[src/rtl/mem_access_unit.sv]
// Bus sequencer between the CPU control unit and memory; owns the PC.
// Define MAU_STORE_CHECK_EN to reject stores to ROM and input-port space.
module mem_access_unit #(
    parameter logic [7:0] PC_RESET = 8'h00,
    parameter logic [7:0] ROM_TOP  = 8'h7F
) (
    input  logic       clk,
    input  logic       reset,
    input  logic       fetch_req,
    input  logic       load_req,
    input  logic       store_req,
    input  logic       pc_load,
    input  logic [7:0] pc_value,
    input  logic [7:0] op_addr,
    input  logic [7:0] op_data,
    output logic       busy,
    output logic       rsp_valid,
    output logic [7:0] rsp_data,
    output logic       rsp_is_fetch,
    output logic [7:0] pc,
    output logic       fault,
    output logic [7:0] mem_address,
    output logic       mem_write,
    output logic [7:0] mem_wdata,
    input  logic [7:0] mem_rdata
);

    typedef enum logic [1:0] {
        IDLE  = 2'd0,
        RADDR = 2'd1,
        RDATA = 2'd2,
        WRITE = 2'd3
    } state_t;

    state_t     state_q;
    logic [7:0] pc_q;
    logic [7:0] pc_d;
    logic [7:0] addr_q;
    logic [7:0] wdata_q;
    logic       write_q;
    logic       rd_fetch_q;
    logic       rsp_valid_q;
    logic [7:0] rsp_data_q;
    logic       rsp_fetch_q;
    logic       fault_q;
    logic       store_ok;

    assign pc_d = (pc_q == ROM_TOP) ? 8'h00 : pc_q + 8'h01;

`ifdef MAU_STORE_CHECK_EN
    // ROM below 0x80 and input ports at 0xE0..0xEF are not writable
    assign store_ok = !((op_addr < 8'h80) || (op_addr[7:4] == 4'hE));
`else
    assign store_ok = 1'b1;
`endif

    always_ff @(posedge clk) begin
        if (reset) begin
            state_q     <= IDLE;
            pc_q        <= PC_RESET;
            addr_q      <= 8'h00;
            wdata_q     <= 8'h00;
            write_q     <= 1'b0;
            rd_fetch_q  <= 1'b0;
            rsp_valid_q <= 1'b0;
            rsp_data_q  <= 8'h00;
            rsp_fetch_q <= 1'b0;
            fault_q     <= 1'b0;
        end else begin
            rsp_valid_q <= 1'b0;
            fault_q     <= 1'b0;
            unique case (state_q)
                IDLE: begin
                    if (pc_load) begin
                        pc_q <= pc_value;
                    end else if (store_req) begin
                        if (store_ok) begin
                            addr_q  <= op_addr;
                            wdata_q <= op_data;
                            write_q <= 1'b1;
                            state_q <= WRITE;
                        end else begin
                            fault_q <= 1'b1;
                        end
                    end else if (load_req) begin
                        addr_q     <= op_addr;
                        rd_fetch_q <= 1'b0;
                        state_q    <= RADDR;
                    end else if (fetch_req) begin
                        addr_q     <= pc_q;
                        pc_q       <= pc_d;
                        rd_fetch_q <= 1'b1;
                        state_q    <= RADDR;
                    end
                end
                // memory captures the address at the end of this cycle
                RADDR: begin
                    state_q <= RDATA;
                end
                RDATA: begin
                    rsp_data_q  <= mem_rdata;
                    rsp_valid_q <= 1'b1;
                    rsp_fetch_q <= rd_fetch_q;
                    state_q     <= IDLE;
                end
                WRITE: begin
                    write_q <= 1'b0;
                    state_q <= IDLE;
                end
            endcase
        end
    end

    assign busy         = (state_q != IDLE);
    assign rsp_valid    = rsp_valid_q;
    assign rsp_data     = rsp_data_q;
    assign rsp_is_fetch = rsp_fetch_q;
    assign pc           = pc_q;
    assign fault        = fault_q;
    assign mem_address  = addr_q;
    assign mem_write    = write_q;
    assign mem_wdata    = wdata_q;

endmodule

[config.mk]
export PLATFORM = sky130hd
export DESIGN_NAME = mem_access_unit
export DESIGN_NICKNAME = d
export VERILOG_FILES = /design/src/rtl/mem_access_unit.sv
export SDC_FILE = /design/constraint.sdc
export NUM_CORES = 1
export LEC_CHECK = 0
export CAP_MARGIN = 20
export CELL_PAD_IN_SITES_DETAIL_PLACEMENT = 1
export CELL_PAD_IN_SITES_GLOBAL_PLACEMENT = 1
export CORE_MARGIN = 4
export CORE_UTILIZATION = 32
export CTS_BUF_LIST = sky130_fd_sc_hd__clkbuf_4 sky130_fd_sc_hd__clkbuf_8
export CTS_CLUSTER_SIZE = 20
export DETAILED_ROUTE_END_ITERATION = 16
export GPL_ROUTABILITY_DRIVEN = 0
export GPL_TIMING_DRIVEN = 1
export PLACE_DENSITY = 0.85
export RECOVER_POWER = 100
export REMOVE_ABC_BUFFERS = 1
export SYNTH_ARGS = -nofsm -noshare
export SYNTH_HDL_FRONTEND = slang
export SYNTH_SLANG_ARGS = --single-unit
[constraint.sdc]
create_clock -name clk -period 3.1 [get_ports clk]
set_clock_uncertainty 0.1 [all_clocks]
set_input_delay 0.31 -clock clk [delete_from_list [all_inputs] [get_ports clk]]
set_output_delay 0.31 -clock clk [all_outputs]
set_load 0.02 [all_outputs]
==> results of run 1 <==
layout make-up:
class	instances	share of cell area [%]
repair buffers	77	29.9
clock buffers	7	3.31
well taps	67	3.31
multi-input cells	157	31.8
clock inverters	1	1.19
flip-flops and latches	38	30.0
inverters	3	0.445
critical path: cells and delay by family:
kind	cells	cell delay, ns
buf+inv	2	1.77
simple gates	1	0.12
cell families (layout without fill, tap and decap cells):
kind of cell | count (synthesis) | count (layout)
adder cells (fa/ha/maj) | 1 | 1
flip-flops | 38 | 38
other | 1 | 1
AO/OA/AOI/OAI | 63 | 63
AND/OR/NAND/NOR | 92 | 92
buffers and inverters | 17 | 88
power groups by stage:
stage	clock network [uW]	logic [uW]	registers, uW
2_1_floorplan	0	79.5	590
3_3_place_gp	0	259	561
3_5_place_dp	0	265	561
4_1_cts	439	267	550
5_1_grt	460	274	555
6_report	431	252	549
sequential cells by signal (all words and copies together), names as in the netlist:
register	cells
mem_wdata	8
rsp_data	8
rsp_is_fetch	1
mem_address	8
state_q	2
rd_fetch_q	1
rsp_valid	1
mem_write	1
pc	8
metrics by stage:
step           util (%)  worst slack, ns  power, uW  area [um^2]  cells
2_1_floorplan         -             1.43        670         1580    198
3_3_place_gp       50.0            0.827        819         2420    342
3_5_place_dp       50.0            0.756        825         2420    342
4_1_cts            52.3            0.975       1260         2540    350
5_1_grt            52.2            0.710       1290         2530    350
6_report           52.2            0.902       1230         2530    350
metal layers:
metal  GRT usage (%)  wire (um)  vias to the layer above
met4            4.30         40                        0
met5               0          0                        -
met2            29.7       2530                       69
met3            5.30        381                        6
met1            21.0       2400                      829
li1                -          -                      878
final timing paths:
path	from	to	slack, ns	cells after the start
max reg2reg	state_q[1]$_SDFFE_PP0P_	mem_address[2]$_SDFFE_PP0P_	1.26	4
max	reset	rsp_valid$_SDFF_PP0_	0.90	3
min reg2reg	rsp_is_fetch$_SDFFE_PP0P_	rsp_is_fetch$_SDFFE_PP0P_	0.35	2
min	rsp_is_fetch$_SDFFE_PP0P_	rsp_is_fetch$_SDFFE_PP0P_	0.35	2
layout by cell type, fill, tap and decap left out, types with 2 or more instances in the layout:
cell | synthesis | final
clkbuf_8 | 0 | 5
nor2_1 | 16 | 16
a221oi_1 | 2 | 2
clkdlybuf4s50_1 | 0 | 35
nand2b_1 | 3 | 3
nand2_1 | 56 | 56
dlygate4sd3_1 | 0 | 38
inv_1 | 3 | 3
clkbuf_4 | 0 | 2
nor3_1 | 5 | 5
a21oi_1 | 27 | 27
o21ai_0 | 11 | 11
nor2b_1 | 3 | 3
a31oi_1 | 2 | 2
a211oi_1 | 3 | 3
dfxtp_1 | 38 | 38
nand3_1 | 4 | 4
buf_4 | 1 | 3
a311oi_1 | 8 | 8
==> results.toml, run 1 <==
[run_status]
status = "finished, final reports clean"

[setup_path]
crit_slowest_cell = "clkbuf_1"
cp.required_ns = 3.12
cp_slowest_stage_delay_ns = 0.90
critPathLaunchType = "input port"
critPathKind = "input port to flop"
crit_chain = "dlygate4sd3_1 -> clkbuf_1 -> nor2_1"
path_max_fanout = 26
cp-end-kind = "flop"
cp.arrival_ns = 2.22

[power]
clockPowerShare_pct = 35.0
power.net_switching_uw = 334
powerDensity_nw_per_um2 = 486
vdd_ir_drop_max_v = 0.000249
p_int_uw = 897
seq_power_share_pct = 44.6
p_leak_uw = 0.000988
netSwitchingFraction_pct = 27.2
pwr-share-comb_pct = 20.4

[floorplan]
ios = 75
die_y_um = 79.6
dieArea_um2 = 6330
start_util_pct = 33.8
dieWidth_um = 79.6
core_um2 = 4850
row_count = 25

[timing]
slew_headroom_pct = 23.2
setup_viol = 0
period_needed_ns = 2.20
rsz0062_at_grt = "no"
fin_hold_ws_ns = 0.350
max_slew.worst_pin.slew_ns = 1.15
max_freq_ghz = 0.455
tns_ns = 0
hold_viol = 0
min_period_over_period_pct = 70.9
drv_slew = 0

[cells_and_area]
fin_nets = 321
nFillCells = 591
area_growth_pct = 54.5
multi_input_area_um2 = 806
register_area_um2 = 761
n_antenna_cell = 0
drive_gt1_share_pct = 4.59

[synthesis]
yosysWarnings = 0
synth_top_area_cell = "dfxtp_1"
synth_ff_type = "dfxtp_1"
async_flop_share_pct = 0
synth_xor_area_share_pct = 0
ys_types = 35
synthTopCellsByArea = "dfxtp_1, nand2_1, a21oi_1"
synth_top_area_share_pct = 46.4
synth_commonest_cells = "nand2_1, dfxtp_1, a21oi_1, nor2_1, o21ai_0"
ys_seq_area_share_pct = 46.4
yosysMostFrequentCell = "nand2_1"
synth_edf_count = 0
synthAdderAreaFrac_pct = 0.763
syn_inst = 212
syn_area_um2 = 1640
synth.avg_cell_area_um2 = 7.73
synth_top_family_by_area = "compound AO/OA/AOI/OAI gates"
synth_compound_area_share_pct = 24.1
ys_ff_latch = 38
synthSimpleGateAreaFrac_pct = 24.1
synthMuxAreaShare_pct = 0

[grt]
grt_max_degree = 27
grt_pass1_vias = 1859
grt_overflow = 0
antenna_found_initial = 0
grtUsageTotal_pct = 17.3
grt_pass1_wl_mm = 8.74

[hold_path]
hold_path.class = "flop to flop"

[clock_tree]
postCtsHoldBufs = 0
path_clk_slew_ns = 0.07
cts.sinks = 38
root_buffer = "clkbuf_8"
cts_tree = "yes"
cts_buffers = 5
post_cts_buffers = 0
cts_buffer_depth = 2
clkLatencyLatePin_ns = 0.29
ctsResizeCount = 0
htree_num_levels = 2

[drt]
via_per_inst = 5.09
wl_mm = 5.35
drc = 0
drt_first_iter_violations = 43
wl_per_cell_um = 15.3
antenna_left = 0
vias = 1782
drt_first_pass_iters = 4

[run]
drv_cap = 0

[place]
port_buffers = 73
place_hpwl_mm = 3.94
Power figures use the tool's default switching activity.
==> run 2: changes to the inputs <==
--- a/config.mk
+++ b/config.mk
@@ -9,13 +9,13 @@
 export CELL_PAD_IN_SITES_DETAIL_PLACEMENT = 1
 export CELL_PAD_IN_SITES_GLOBAL_PLACEMENT = 1
 export CORE_MARGIN = 4
-export CORE_UTILIZATION = 32
+export CORE_UTILIZATION = 29
 export CTS_BUF_LIST = sky130_fd_sc_hd__clkbuf_4 sky130_fd_sc_hd__clkbuf_8
 export CTS_CLUSTER_SIZE = 20
 export DETAILED_ROUTE_END_ITERATION = 16
 export GPL_ROUTABILITY_DRIVEN = 0
 export GPL_TIMING_DRIVEN = 1
-export PLACE_DENSITY = 0.85
+export PLACE_DENSITY = 0.78
 export RECOVER_POWER = 100
 export REMOVE_ABC_BUFFERS = 1
 export SYNTH_ARGS = -nofsm -noshare
==> constraint.sdc (replaced) <==
create_clock -name clk -period 2.29 [get_ports clk]
set_clock_uncertainty 0.1 [all_clocks]
set_input_delay 0.229 -clock clk [delete_from_list [all_inputs] [get_ports clk]]
set_output_delay 0.229 -clock clk [all_outputs]
set_load 0.02 [all_outputs]
==> run 2 against run 1 <==
Against the previous run: via count rose by 0.51%; hold slack improved by 0.0023 ns; cell area rose by 0.44%; wire length fell by 2.2%; sequential power rose by 35%; combinational power rose by 37%; cell count rose by 2.6%; register-to-register slack got worse by 0.76 ns; critical path type is now flop to output pin; largest cell class unchanged.
==> results.toml, run 2 (same netlist as run 1, synthesis figures left out) <==
[power]
p_leak_uw = 0.000992
pwr-share-comb_pct = 22.0
vdd_ir_drop_max_v = 0.000262
p_total_uw = 1570
seq_power_share_pct = 47.3
p_int_uw = 1110
clockPowerShare_pct = 30.7
netSwitchingFraction_pct = 29.1
power.net_switching_uw = 457
powerDensity_nw_per_um2 = 616

[timing]
max_slew.worst_pin.slew_ns = 0.617
slew_headroom_pct = 58.8
setup_viol = 0
period_needed_ns = 2.02
tns_ns = 0
max_freq_ghz = 0.494
hold_viol = 0
rsz0062_at_grt = "no"
drv_slew = 0
min_period_over_period_pct = 88.4

[clock_tree]
htree_num_levels = 2
clkLatencyLatePin_ns = 0.29
cts_tree = "yes"
ctsResizeCount = 0
path_clk_slew_ns = 0.07
post_cts_buffers = 0
root_buffer = "clkbuf_8"
cts.sinks = 38
postCtsHoldBufs = 0
cts_buffers = 5
cts_buffer_depth = 2

[setup_path]
r2r_end = "pc[1]$_SDFFE_PP0P_"
timing.rr.start = "pc[1]$_SDFFE_PP0P_"
cp-end-kind = "output pin"
critPathLaunchType = "flop"
critPathKind = "flop to output pin"
cp.required_ns = 1.96
path_max_fanout = 7
rrSetupSlack_ns = 0.50
r2r_cells = 5
cp.arrival_ns = 1.69

[run_status]
status = "finished, final reports clean"

[run]
drv_cap = 0

[cells_and_area]
area_growth_pct = 55.2
multi_input_area_um2 = 803
layout.cells.non_filler = 359
final_common_cell = "nand2_1"
register_area_um2 = 761
drive_gt1_share_pct = 5.23
n_antenna_cell = 0
final_cell_mix = "nand2_1, dlygate4sd3_1, dfxtp_1"
final_area_um2 = 2540
nFillCells = 696
fin_nets = 325

[drt]
antenna_left = 0
drt_first_pass_iters = 4
wl_mm = 5.24
drc = 0
vias = 1791
drt_first_iter_violations = 52
via_per_inst = 4.99
wl_per_cell_um = 14.6

[grt]
grt_overflow = 0
grt_max_degree = 18
grt_pass1_vias = 1870
grt_pass1_wl_mm = 9.13
grtUsageTotal_pct = 15.9
antenna_found_initial = 0

[place]
place_inst = 351
place_area_um2 = 2460
port_buffers = 73
place_hpwl_mm = 3.88

[hold_path]
hold_path.class = "flop to flop"
worstHoldEndpoint = "mem_wdata[0]$_SDFFE_PP0P_"
hold_depth = 2
worstHoldStart = "mem_wdata[0]$_SDFFE_PP0P_"

[floorplan]
die_y_um = 83.2
start_util_pct = 29.8
ios = 75
dieArea_um2 = 6920
dieWidth_um = 83.2
core_um2 = 5510
row_count = 27
run 2: cell type report:
cell class	instances	area share, %
clock inverters	2	0.492
repair buffers	81	30.8
flip-flops and latches	38	29.9
well taps	72	3.54
multi-input cells	157	31.6
clock buffers	6	3.25
inverters	3	0.443
run 2: worst max path at each step:
stage	from	endpoint	slack, ns	cells after the start
after floorplan	pc[1]$_SDFFE_PP0P_	pc[1]$_SDFFE_PP0P_	0.62	5
after CTS	state_q[1]$_SDFFE_PP0P_	busy	0.31	3
final	state_q[1]$_SDFFE_PP0P_	busy	0.27	3
after global placement	fetch_req	pc[7]$_SDFFE_PP0P_	0.15	5
after global routing	store_req	mem_wdata[1]$_SDFFE_PP0P_	0.16	6
after detailed placement	fetch_req	pc[7]$_SDFFE_PP0P_	0.12	5
run 2: worst max-delay path, stage by stage, from the launching register on:
cell and delay, ns:
dfxtp_1 0.43, nor2_1 0.11, inv_1 0.15, dlygate4sd3_1 0.71
run 2: power by group through the flow:
stage               combinational [uW]  sequential (uW)  clock [uW]
finish                             345              741         482
global route                       381              749         526
CTS                                368              744         505
detailed placement                 365              759           0
global placement                   359              758           0
floorplan                          108              799           0
run 2: metal layers:
metal / global-route usage, % / vias to the layer above / wire (um)
li1: - / 883 / -
met1: 20.2 / 845 / 2410
met5: 0 / - / 0
met4: 2.67 / 0 / 22
met2: 27.0 / 60 / 2490
met3: 4.86 / 3 / 317
run 2: stage by stage:
step                      setup slack, ns  utilization (%)  hold WS (ns)
after global routing                0.156             46.2         0.370
after CTS                           0.313             46.4         0.358
after global placement              0.145             44.7         0.342
final                               0.266             46.2         0.352
after floorplan                     0.619                -         0.198
after detailed placement            0.116             44.7         0.348
==> run 3: changes to the inputs <==
==> constraint.sdc (replaced) <==
create_clock -name clk -period 1.94 [get_ports clk]
set_clock_uncertainty 0.1 [all_clocks]
set_input_delay 0.194 -clock clk [delete_from_list [all_inputs] [get_ports clk]]
set_output_delay 0.194 -clock clk [all_outputs]
set_load 0.02 [all_outputs]
==> run 3 against run 2 <==
Against the previous run: wire length decreased by 1.1%; sequential cell count is the same; clock-buffer cell count did not move; core utilization grew 0.89 points; highest routed layer unchanged; non-clock buffer count grew 6; largest power group unchanged; total power grew 19%; die area unchanged; first-iteration DRC count fell by 48%; clock power grew 18%; worst setup slack lost 0.15 ns; combinational power grew 24%; sequential power is 17% higher.
==> results.toml, run 3 (same netlist as run 1, synthesis figures left out) <==
[power]
p_leak_uw = 0.00101
seq_power_share_pct = 46.5
powerDensity_nw_per_um2 = 718
pwr-share-comb_pct = 23.0
netSwitchingFraction_pct = 29.0
p_int_uw = 1320
power.net_switching_uw = 540
vdd_ir_drop_max_v = 0.000368
clockPowerShare_pct = 30.5

[drt]
antenna_left = 0
vias = 1786
via_per_inst = 4.89
drt_first_iter_violations = 27
drt_first_pass_iters = 4
wl_mm = 5.18
drc = 0
wl_per_cell_um = 14.2

[timing]
max_freq_ghz = 0.549
min_period_over_period_pct = 94.0
period_needed_ns = 1.82
setup_viol = 0
hold_viol = 0
drv_slew = 0
rsz0062_at_grt = "no"

[setup_path]
critPathKind = "flop to output pin"
cp.required_ns = 1.65
r2r_cells = 5
cp-end-kind = "output pin"
cp.arrival_ns = 1.53
critPathLaunchType = "flop"
path_max_fanout = 6

[cells_and_area]
n_antenna_cell = 0
drive_gt1_share_pct = 7.17
final_cell_mix = "nand2_1, dfxtp_1, clkdlybuf4s50_1"
final_common_cell = "nand2_1"
fin_util_pct = 47.1
area_growth_pct = 58.2
final_area_um2 = 2590
fin_nets = 331

[grt]
grt_overflow = 0
grt_pass1_wl_mm = 9.08
antenna_found_initial = 0
grtUsageTotal_pct = 15.9
grt_pass1_vias = 1810
grt_max_degree = 40

[clock_tree]
cts_buffer_depth = 2
clkLatencyLatePin_ns = 0.29
cts.sinks = 38
postCtsHoldBufs = 0
htree_num_levels = 2
root_buffer = "clkbuf_8"
cts_tree = "yes"
path_clk_slew_ns = 0.08
cts_buffers = 5

[hold_path]
hold_depth = 2
hold_path.class = "flop to flop"

[floorplan]
dieArea_um2 = 6920
start_util_pct = 29.8
die_y_um = 83.2
core_um2 = 5510
dieWidth_um = 83.2
row_count = 27
ios = 75

[run_status]
status = "finished, final reports clean"

[run]
drv_cap = 0

[place]
port_buffers = 73
place_area_um2 = 2520
place_hpwl_mm = 3.88
==> run 3: final timing paths <==
check                           start                        to  slack, ns
min          rsp_data[2]$_SDFFE_PP0P_  rsp_data[2]$_SDFFE_PP0P_       0.35
max                pc[2]$_SDFFE_PP0P_                     pc[2]       0.12
min reg2reg  rsp_data[2]$_SDFFE_PP0P_  rsp_data[2]$_SDFFE_PP0P_       0.35
max reg2reg        pc[0]$_SDFFE_PP0P_        pc[0]$_SDFFE_PP0P_       0.21
==> run 3: layout make-up <==
class	count	area, um^2
clock buffers	6	82.6
multi-input cells	157	808
repair buffers	87	827
flip-flops and latches	38	761
clock inverters	2	12.5
fillers	676	2910
well taps	72	90.1
inverters	3	11.3
==> run 3: what timing repair did <==
| item | CTS | global route |
|---|---|---|
| setup endpoints to repair | 0 | 2 |
| setup buffers | 0 | 0 |
| resized for setup | 0 | 2 |
| endpoints found under the hold margin | 0 | 0 |
==> run 3: power by group through the flow <==
stage,registers [uW],clock network (uW),logic [uW]
after floorplan,943,0,127
after global placement,886,0,448
after detailed placement,887,0,455
after CTS,869,591,459
after global routing,874,625,473
final,866,567,428
==> run 3: through the flow <==
step	power [uW]	setup WS (ns)	cells	TNS, ns	hold slack, ns
after floorplan	1070	0.269	198	0	0.163
after global placement	1330	-0.0923	357	-0.255	0.340
after detailed placement	1340	-0.137	357	-0.506	0.348
after CTS	1920	0.0310	365	0	0.345
after global routing	1970	0.0185	365	0	0.367
final	1860	0.117	365	0	0.353
==> run 3: metal layers <==
layer	vias to the layer above	wire length, um	GRT usage [%]
li1	901	-	-
met1	821	2410	20.8
met2	57	2400	25.7
met3	7	292	4.37
met4	0	76	4.46
met5	-	0	0
==> run 3: critical path, stage by stage (launching register included) <==
cell           delay [ns]
dfxtp_1              0.41
buf_4                0.15
dlygate4sd3_1        0.68
